## src/rtl/add_arbiter_pkg.sv

```systemverilog
// Shared control definitions for the add_arbiter sequencer: FSM state
// encoding, status word bit positions and the state-to-status decode.
package add_ctrl_pkg;

  typedef enum logic [1:0] {
    IDLE = 2'b00,
    LOAD = 2'b01,
    RUN  = 2'b10,
    RESP = 2'b11
  } state_e;

  localparam int DONE_BIT  = 0;
  localparam int BUSY_BIT  = 1;
  localparam int READY_BIT = 2;

  // Status word presented while the FSM sits in state s.
  function automatic logic [2:0] status_of(input state_e s);
    logic [2:0] st;
    st = '0;
    case (s)
      LOAD:    st[READY_BIT] = 1'b1;
      RUN:     st[BUSY_BIT]  = 1'b1;
      RESP:    st[DONE_BIT]  = 1'b1;
      default: st = '0;
    endcase
    return st;
  endfunction

endpackage

```

## src/rtl/add_arbiter_if.sv

```systemverilog
// Requester-side bus of the add_arbiter: request levels, packed operands,
// abort, and the ack/result/status returned by the arbiter.
interface add_arbiter_if #(
  parameter int NREQ = 4,
  parameter int W    = 3
);
  localparam int GW = $clog2(NREQ);

  logic [NREQ-1:0]   req_i;
  logic [NREQ*W-1:0] a_i;
  logic [NREQ*W-1:0] b_i;
  logic              abort_i;
  logic [NREQ-1:0]   ack_o;
  logic [W-1:0]      sum_o;
  logic              carry_o;
  logic [GW-1:0]     grant_id_o;
  logic [2:0]        status_o;
  logic [7:0]        jobs_done_o;

  modport master (
    output req_i, a_i, b_i, abort_i,
    input  ack_o, sum_o, carry_o, grant_id_o, status_o, jobs_done_o
  );

  modport slave (
    input  req_i, a_i, b_i, abort_i,
    output ack_o, sum_o, carry_o, grant_id_o, status_o, jobs_done_o
  );

endinterface

```

## src/rtl/add_arbiter_engine.sv

```systemverilog
// Multi-cycle adder engine: the sum is registered on start, and a down-counter
// models the compute latency. done is high for the single cycle in which the
// counter reads 1, i.e. the last of LAT busy cycles. clear cancels a job.
module add_engine #(
  parameter int W   = 3,
  parameter int LAT = 5
) (
  input  logic         clk,
  input  logic         rst_n,
  input  logic         start,
  input  logic         clear,
  input  logic [W-1:0] a,
  input  logic [W-1:0] b,
  output logic         done,
  output logic [W-1:0] sum,
  output logic         carry
);
  localparam int CW = $clog2(LAT + 1);

  logic [CW-1:0] cnt_q;
  logic [W:0]    res_q;

  // Latency counter and registered W+1-bit sum; clear beats start.
  always_ff @(posedge clk or negedge rst_n) begin
    if (!rst_n) begin
      cnt_q <= '0;
      res_q <= '0;
    end else if (clear) begin
      cnt_q <= '0;
    end else if (start) begin
      cnt_q <= CW'(LAT);
      res_q <= {1'b0, a} + {1'b0, b};
    end else if (cnt_q != '0) begin
      cnt_q <= cnt_q - CW'(1);
    end
  end

  assign done  = (cnt_q == CW'(1));
  assign sum   = res_q[W-1:0];
  assign carry = res_q[W];

endmodule

```

## src/rtl/add_arbiter.sv

```systemverilog
// Round-robin arbiter sharing one add_engine among NREQ requesters.
// IDLE grants and latches operands, LOAD starts the engine, RUN waits for
// done, RESP pulses ack with the registered result. All outputs registered.
module add_arbiter
  import add_ctrl_pkg::*;
#(
  parameter int NREQ = 4,
  parameter int W    = 3,
  parameter int LAT  = 5
) (
  input  logic          wb_clk_i,
  input  logic          wb_rst_n,
  add_arbiter_if.slave  bus
);
  localparam int GW = $clog2(NREQ);

  state_e          state_q;
  logic [NREQ-1:0] ack_q;
  logic [W-1:0]    sum_q;
  logic            carry_q;
  logic [GW-1:0]   grant_q;
  logic [GW-1:0]   last_q;
  logic [2:0]      status_q;
  logic [7:0]      jobs_q;
  logic [W-1:0]    opa_q;
  logic [W-1:0]    opb_q;

  logic [GW-1:0]   pick_d;
  logic [W-1:0]    mux_a_d;
  logic [W-1:0]    mux_b_d;
  logic            eng_start;
  logic            eng_clear;
  logic            eng_done;
  logic [W-1:0]    eng_sum;
  logic            eng_carry;

  // First requesting index searching upward from last_q+1; scanning from the
  // far end lets the nearest candidate overwrite the others.
  always_comb begin
    pick_d = '0;
    for (int i = NREQ; i >= 1; i--) begin
      if (bus.req_i[(int'(last_q) + i) % NREQ]) begin
        pick_d = GW'((int'(last_q) + i) % NREQ);
      end
    end
    mux_a_d = bus.a_i[int'(pick_d)*W +: W];
    mux_b_d = bus.b_i[int'(pick_d)*W +: W];
  end

  assign eng_start = (state_q == LOAD);
  assign eng_clear = bus.abort_i && ((state_q == LOAD) || (state_q == RUN));

  add_engine #(
    .W   (W),
    .LAT (LAT)
  ) u_engine (
    .clk   (wb_clk_i),
    .rst_n (wb_rst_n),
    .start (eng_start),
    .clear (eng_clear),
    .a     (opa_q),
    .b     (opb_q),
    .done  (eng_done),
    .sum   (eng_sum),
    .carry (eng_carry)
  );

  // Sequencer FSM with registered ack, result, status and job counter.
  always_ff @(posedge wb_clk_i or negedge wb_rst_n) begin
    if (!wb_rst_n) begin
      state_q  <= IDLE;
      ack_q    <= '0;
      sum_q    <= '0;
      carry_q  <= 1'b0;
      grant_q  <= '0;
      last_q   <= GW'(NREQ - 1);
      status_q <= '0;
      jobs_q   <= '0;
      opa_q    <= '0;
      opb_q    <= '0;
    end else begin
      ack_q <= '0;
      case (state_q)
        IDLE: begin
          if (|bus.req_i) begin
            opa_q    <= mux_a_d;
            opb_q    <= mux_b_d;
            grant_q  <= pick_d;
            state_q  <= LOAD;
            status_q <= status_of(LOAD);
          end
        end
        LOAD: begin
          if (bus.abort_i) begin
            state_q  <= IDLE;
            status_q <= status_of(IDLE);
          end else begin
            state_q  <= RUN;
            status_q <= status_of(RUN);
          end
        end
        RUN: begin
          // Abort wins even when it coincides with done.
          if (bus.abort_i) begin
            state_q  <= IDLE;
            status_q <= status_of(IDLE);
          end else if (eng_done) begin
            state_q  <= RESP;
            status_q <= status_of(RESP);
            ack_q    <= {{(NREQ-1){1'b0}}, 1'b1} << grant_q;
            sum_q    <= eng_sum;
            carry_q  <= eng_carry;
            last_q   <= grant_q;
            jobs_q   <= jobs_q + 8'd1;
          end
        end
        default: begin
          state_q  <= IDLE;
          status_q <= status_of(IDLE);
        end
      endcase
    end
  end

  assign bus.ack_o       = ack_q;
  assign bus.sum_o       = sum_q;
  assign bus.carry_o     = carry_q;
  assign bus.grant_id_o  = grant_q;
  assign bus.status_o    = status_q;
  assign bus.jobs_done_o = jobs_q;

endmodule

```

## src/flat_wrapper.sv

```systemverilog
// flat-port wrapper written by rule: the top's interface ports become plain ports
module add_arbiter_flat import add_ctrl_pkg::*;
#(
  parameter int NREQ = 4,
  parameter int W    = 3,
  parameter int LAT  = 5
)
  (wb_clk_i, wb_rst_n, bus_req_i, bus_a_i, bus_b_i, bus_abort_i, bus_ack_o, bus_sum_o, bus_carry_o, bus_grant_id_o, bus_status_o, bus_jobs_done_o);
  add_arbiter_if #(.NREQ(NREQ), .W(W)) bus_i ();
  input  logic wb_clk_i;
  input  logic wb_rst_n;
  input wire logic [$bits(bus_i.req_i)-1:0] bus_req_i;
  input wire logic [$bits(bus_i.a_i)-1:0] bus_a_i;
  input wire logic [$bits(bus_i.b_i)-1:0] bus_b_i;
  input wire logic [$bits(bus_i.abort_i)-1:0] bus_abort_i;
  output wire logic [$bits(bus_i.ack_o)-1:0] bus_ack_o;
  output wire logic [$bits(bus_i.sum_o)-1:0] bus_sum_o;
  output wire logic [$bits(bus_i.carry_o)-1:0] bus_carry_o;
  output wire logic [$bits(bus_i.grant_id_o)-1:0] bus_grant_id_o;
  output wire logic [$bits(bus_i.status_o)-1:0] bus_status_o;
  output wire logic [$bits(bus_i.jobs_done_o)-1:0] bus_jobs_done_o;
  assign bus_i.req_i = bus_req_i;
  assign bus_i.a_i = bus_a_i;
  assign bus_i.b_i = bus_b_i;
  assign bus_i.abort_i = bus_abort_i;
  assign bus_ack_o = bus_i.ack_o;
  assign bus_sum_o = bus_i.sum_o;
  assign bus_carry_o = bus_i.carry_o;
  assign bus_grant_id_o = bus_i.grant_id_o;
  assign bus_status_o = bus_i.status_o;
  assign bus_jobs_done_o = bus_i.jobs_done_o;
  add_arbiter #(.NREQ(NREQ), .W(W), .LAT(LAT)) u_core (.wb_clk_i(wb_clk_i), .wb_rst_n(wb_rst_n), .bus(bus_i));
endmodule
```

## config.mk

```make
export PLATFORM = sky130hd
export DESIGN_NAME = add_arbiter_flat
export DESIGN_NICKNAME = d
export VERILOG_FILES = /design/src/rtl/add_arbiter_pkg.sv /design/src/rtl/add_arbiter_if.sv /design/src/rtl/add_arbiter_engine.sv /design/src/rtl/add_arbiter.sv /design/src/flat_wrapper.sv
export SDC_FILE = /design/constraint.sdc
export NUM_CORES = 1
export LEC_CHECK = 0
export ABC_AREA = 1
export CELL_PAD_IN_SITES_DETAIL_PLACEMENT = 2
export CELL_PAD_IN_SITES_GLOBAL_PLACEMENT = 2
export CORE_ASPECT_RATIO = 1.25
export CORE_UTILIZATION = 26
export CTS_CLUSTER_DIAMETER = 30
export DETAILED_ROUTE_END_ITERATION = 12
export PLACE_DENSITY = 0.72
export RECOVER_POWER = 50
export SYNTH_ARGS = -nofsm -noshare
export SYNTH_HDL_FRONTEND = slang
export SYNTH_SLANG_ARGS = --single-unit
export TNS_END_PERCENT = 30
```

## constraint.sdc

```tcl
create_clock -name wb_clk_i -period 1.8 [get_ports wb_clk_i]
set_input_delay 0.54 -clock wb_clk_i [delete_from_list [all_inputs] [get_ports wb_clk_i]]
set_output_delay 0.54 -clock wb_clk_i [all_outputs]
set_load 0.005 [all_outputs]
```

After elaboration in Yosys (flattened, before gate mapping) --
Cells that the tools add are included.
Word-level totals: bits in registers 38, input bits 31, word-level logic and storage cells 84
Cells by class: add/subtract/negate cells 7, $mul 1, order comparisons 4, equality and inequality tests 5, shifts and indexed selects 3, mux-type cells 32, bitwise gates (word level) 6, reductions and logical operators 14
Operators with widths (number):
- 12-bit by 32-bit variable part select with 3-bit output | 2
- 2-bit 2-to-1 mux | 9
- 3-bit 2-to-1 mux | 6
- 3-bit by 4-bit < comparator with 1-bit output, second input constant | 4
- 4-bit 2-to-1 mux | 3
- 3-bit case mux with 3 select lines | 1
- 8-bit by 1-bit adder with 8-bit output, second input constant | 1
- 1-bit binary-select mux with 2-bit select | 4
- 1-bit 2-to-1 mux | 8
- 2-bit OR reduction | 4
- 2-bit case mux with 3 select lines | 1
- 2-bit AND reduction | 3
- 3-bit nonzero test | 2
- 2-bit by 1-bit adder with 2-bit output, second input constant | 2
- 2-bit adder, second input constant | 2
- 3-bit by 3-bit adder with 4-bit output | 1
- 1-bit bitwise AND, first input constant | 4
- 2-bit by 2-bit multiplier with 4-bit output, second input constant | 1
- 4-bit OR reduction | 1
- 1-bit by 2-bit << shifter with 4-bit output, first input constant | 1
- 3-bit by 1-bit equality test with 1-bit output, second input constant | 1
- 3-bit by 2-bit inequality test with 1-bit output, second input constant | 1
- 3-bit AND reduction | 1
- 3-bit by 1-bit subtractor with 3-bit output, second input constant | 1
- other kinds (7) | 8

Logic depth before layout (Yosys ltp) --
word-level depth 12, gate-level depth with buffers 16, mapped depth without buffers 14

Hierarchy --
Synthesis repeated with hierarchy kept, for this count alone.
Second synthesis, totals: cells, all modules 318, area, all modules 2391.0 um^2
By module, submodules not included:
- add_arbiter | times used 1, cells an instance 253, area an instance 1916.8 um^2, sequential area each 778.2 um^2
- add_engine | times used 1, cells an instance 65, area an instance 474.2 um^2, sequential area each 175.2 um^2

Least setup slack after synthesis --
OpenSTA, ideal clock, no wires.
path kind register -> register, from reg u_core.last_q[0], to reg u_core.opa_q[1], setup time 0.116 ns, data arrival time 1.545 ns, data required time 1.684 ns, setup slack 0.139 ns, stages on the path, launching flop included 16, buffers on the path 2, clock period less this slack 1.661 ns, cells stage by stage dfstp_2 -> buf_6 -> inv_8 -> nand2_2 -> nand2_2 -> nand2_2 -> nand2_2 -> nand2_4 -> nand2_2 -> nand2_4 -> buf_4 -> nand3_1 -> nand3_1 -> nand2_1 -> nand2_1 -> nand2_1
On the way: longest elaborated chain between the ends 10, elaborated cells between the ends (all ways) 22, those cells by class add/sub (4); mul (1); shift (1); mux (16)
Ends and longest elaborated chain:
- start, declared | line add_arbiter.sv:22 | logic [GW-1:0] last_q;
- start signal, assigned | line add_arbiter.sv:76 | last_q <= GW'(NREQ - 1);
- start signal, assigned | line add_arbiter.sv:113 | last_q <= grant_q;
- 2-bit by 1-bit adder with 2-bit output | line add_arbiter.sv:42, add_arbiter.sv:43
- 1-bit binary-select mux with 2-bit select | line add_arbiter.sv:42 | if (bus.req_i[(int'(last_q) + i) % NREQ]) begin
- 1-bit 2-to-1 mux (implied by the code) (2 in a row) | line add_arbiter.sv:42
- 2-bit 2-to-1 mux (3 in a row) | line add_arbiter.sv:42
- 2-bit 2-to-1 mux (*) | line add_arbiter.sv:42
- 2-bit by 2-bit multiplier with 4-bit output (*) | line add_arbiter.sv:46 | mux_a_d = bus.a_i[int'(pick_d)*W +: W];
- 12-bit by 32-bit variable part select with 3-bit output (*) | line add_arbiter.sv:46
- end signal, assigned | line add_arbiter.sv:86 | opa_q <= mux_a_d;
- end, declared | line add_arbiter.sv:25 | logic [W-1:0] opa_q;
Mark *: on every way between the ends. The rest lies on a longest branch, timed or not. The select of a mux whose other input is x is not followed. A chain may end at the register's enable or synchronous reset.

Worst setup path after layout --
Ends and elaborated chain as after synthesis.

==> run metrics <==
outcome=complete, but fails checks; failing checks=setup timing; max-slew violations=0; layout cells sized above 1=26.6%; initial antenna violation count=0; CTS root buf=clkbuf_8; Worst Path Required=2040 ps; EDFF count, synth=0; DRT antenna net count=0; Clock Skew=8.95 ps; post-synthesis sequential area ratio=41.5%; final critical-path required period=1940 ps; main area contributors after synthesis=dfrtp_1 39%, nand2_1 12%, inv_1 8.3%; fmax=516 MHz; Die ar.=9220 sq um; Mean Syn Cell Area=7.89 sq um; CTS Buf Count=5; crit path launch type=flop; Hold Buf Count CTS=0; most common cell in the netlist=nand2_1; first-pass GRT wire length=10.5 mm; largest family of logic cells by synthesized area=simple AND/OR/NAND/NOR gates; Final Power=5.70 mW; Detailed Routing Iterations Pass 1=4; mux contribution to synthesized area=0%; Slew HR=36.5%; endpoint type of the worst setup path=flop; multi-input logic area=1240 sq um; Initial Utilization=26.7%; fin nets=418; synthesized flop and latch total=38; grt ovf=0; storage element area=958 sq um; clock tree buffer depth=2; I/O Pins=52; num rows=38; DR vias/cell=4.39; vias post-DR=2176; Die Wd=86.1 um; number of port buffers=51; GPL Wtd Cong=0.796; asr flop ratio synth=100%; total length of routed wires=6.55 mm; CTS tree=built; clk slew on worst S/H paths=80 ps; RSZ-0062 raised after global routing=yes; slew of the pin with the lowest slew margin=953 ps; Post-route DRC=0; Total Routing Usage GR=14.3%; share of the synthesized area in the top cell type=39.2%; final core utilization=40.1%; Synth top cells by count=74 x nand2_1, 51 x inv_1, 36 x dfrtp_1, 32 x nand3_1, 24 x nand2_2; clock sink count=38; Tcrit/Tclk final=108%; fillers=986; post-synth top area cell=dfrtp_1; Post-Synthesis Cells=291; XOR/XNOR Fraction of Synth Area=3.05%; Compound-Gate Fraction of Synth Area=5.39%; DR iter-0 viols=33; Leakage Power=1.79 nW; Area growth syn-to-layout=50.3%; Skew-Pair Late Insertion Delay=290 ps; Syn. warnings=0; P per Cell Area=1650 nW/um^2; H-tree depth=2; Worst Path Arrival=2170 ps; Die Y=107 um; Syn Std Cell Area=2300 sq um; setup ws final=-137 ps; critical path class=reg -> reg; largest net degree at the start of global routing=39; Adder-Cell Fraction of Synth Area=6.86%; CP max FO=8; vias in the first global route=2244; R2R setup slack=-140 ps; max_cap viols=0; maximum vdd ir drop=0.000803 V; Fin. Hold Viols=0; DP Worst Slack=-499 ps; Synth Flop Type=dfrtp_1; core area=8610 sq um; DP HPWL=4.77 mm; n_diodes=0; Netlist cell types=32; post-synthesis simple-gate area fraction=31.4%; Post-Synthesis Net Count=334; Final setup viols=11; WL/cell=13.2 um; Worst Hold Class=in -> async
==> where the power goes <==
group	switching [mW]	leakage, nW	total, mW	internal (mW)
Clock	0.307	0.0472	0.615	0.308
Sequential	0.258	0.477	1.43	1.18
Combinational	2.04	1.27	3.65	1.62
==> metal layers <==
layer	global-route usage, %	wire, um	vias up
li1	-	-	1063
met1	17.1	2730	1063
met2	26.0	3560	41
met3	1.62	132	9
met4	5.36	117	0
met5	0	0	-
==> layout make-up <==
class,count,share of cell area [%]
clock buffers,6,2.39
flip-flops and latches,38,27.8
repair buffers,81,22.6
clock inverters,2,0.362
inverters,57,6.49
multi-input cells,192,36.0
well taps,120,4.35
==> per-stage QoR <==
step                      TNS, ps  hold slack [ps]  instances  instance area, sq um
after floorplan                 0              244        291                  2300
after global placement      -4430              457        480                  3090
after detailed placement    -5250              461        480                  3090
after CTS                    -421              306        489                  3210
after global routing        -2030              516        496                  3450
final                        -873              466        496                  3450
==> layout by cell type, fill, tap and decap left out, drive strengths merged, types with 2 or more instances in the layout <==
cell	Yosys	final
nand2	101	102
inv	57	57
clkdlybuf4s50	0	42
dfrtp	36	36
nand3	33	33
buf	4	27
o21ai	12	12
ha	11	11
nor2	10	10
clkbuf	1	10
xor2	6	6
dlygate4sd2	0	5
nor3	4	4
a21oi	3	3
a31oi	2	2
xnor2	2	2
clkdlybuf4s25	0	2
dfstp	2	2
==> what timing repair did <==
item                                    in CTS  in global routing
pin swaps                                    3                 23
setup buffers                                1                  4
resized for setup                           10                 42
gates cloned                                 0                  3
endpoints found under the setup margin       9                 14
==> worst max-delay path, stage by stage, from the launching register on <==
cell and delay, ps:
dfstp_4 720, inv_8 80, buf_4 140, a21oi_2 110
buf_4 130, nand3_4 150, clkbuf_16 210, nand3_1 80
nand3_1 80, nand2_1 70, nand2_1 50, nand2_1 50
==> kinds of logic (layout without fill, tap and decap cells) <==
kind of cell / after synthesis / count (layout)
AOI/OAI and AO/OA: 21 / 21
xor gates and xnor gates: 8 / 8
adders and majority gates: 12 / 12
buffers and inverters: 62 / 146
DFF: 38 / 38
and+or+nand+nor: 150 / 151
==> sequential cells by signal, indices dropped and copies added (netlist names) <==
register and flops:
u_core.bus.jobs_done_o 8, u_core.bus.ack_o 4, u_core.u_engine.res_q 4, u_core.bus.status_o 3, u_core.bus.sum_o 3, u_core.opa_q 3
u_core.opb_q 3, u_core.u_engine.cnt_q 3, u_core.bus.grant_id_o 2, u_core.last_q 2, u_core.state_q 2, u_core.bus.carry_o 1
==> path summary, 6_finish.rpt <==
path	from	end	depth (start not counted)
min reg2reg	u_core.bus.jobs_done_o[7]	u_core.bus.jobs_done_o[7]	1
max in group asynchronous	wb_rst_n	u_core.bus.jobs_done_o[3]	2
max reg2reg	u_core.last_q[0]	u_core.opa_q[1]	11
max	u_core.last_q[0]	u_core.opa_q[1]	11
min in group wb_clk_i	u_core.bus.jobs_done_o[7]	u_core.bus.jobs_done_o[7]	1
min	wb_rst_n	u_core.bus.status_o[1]	2
(Power assumes the default switching activity.)
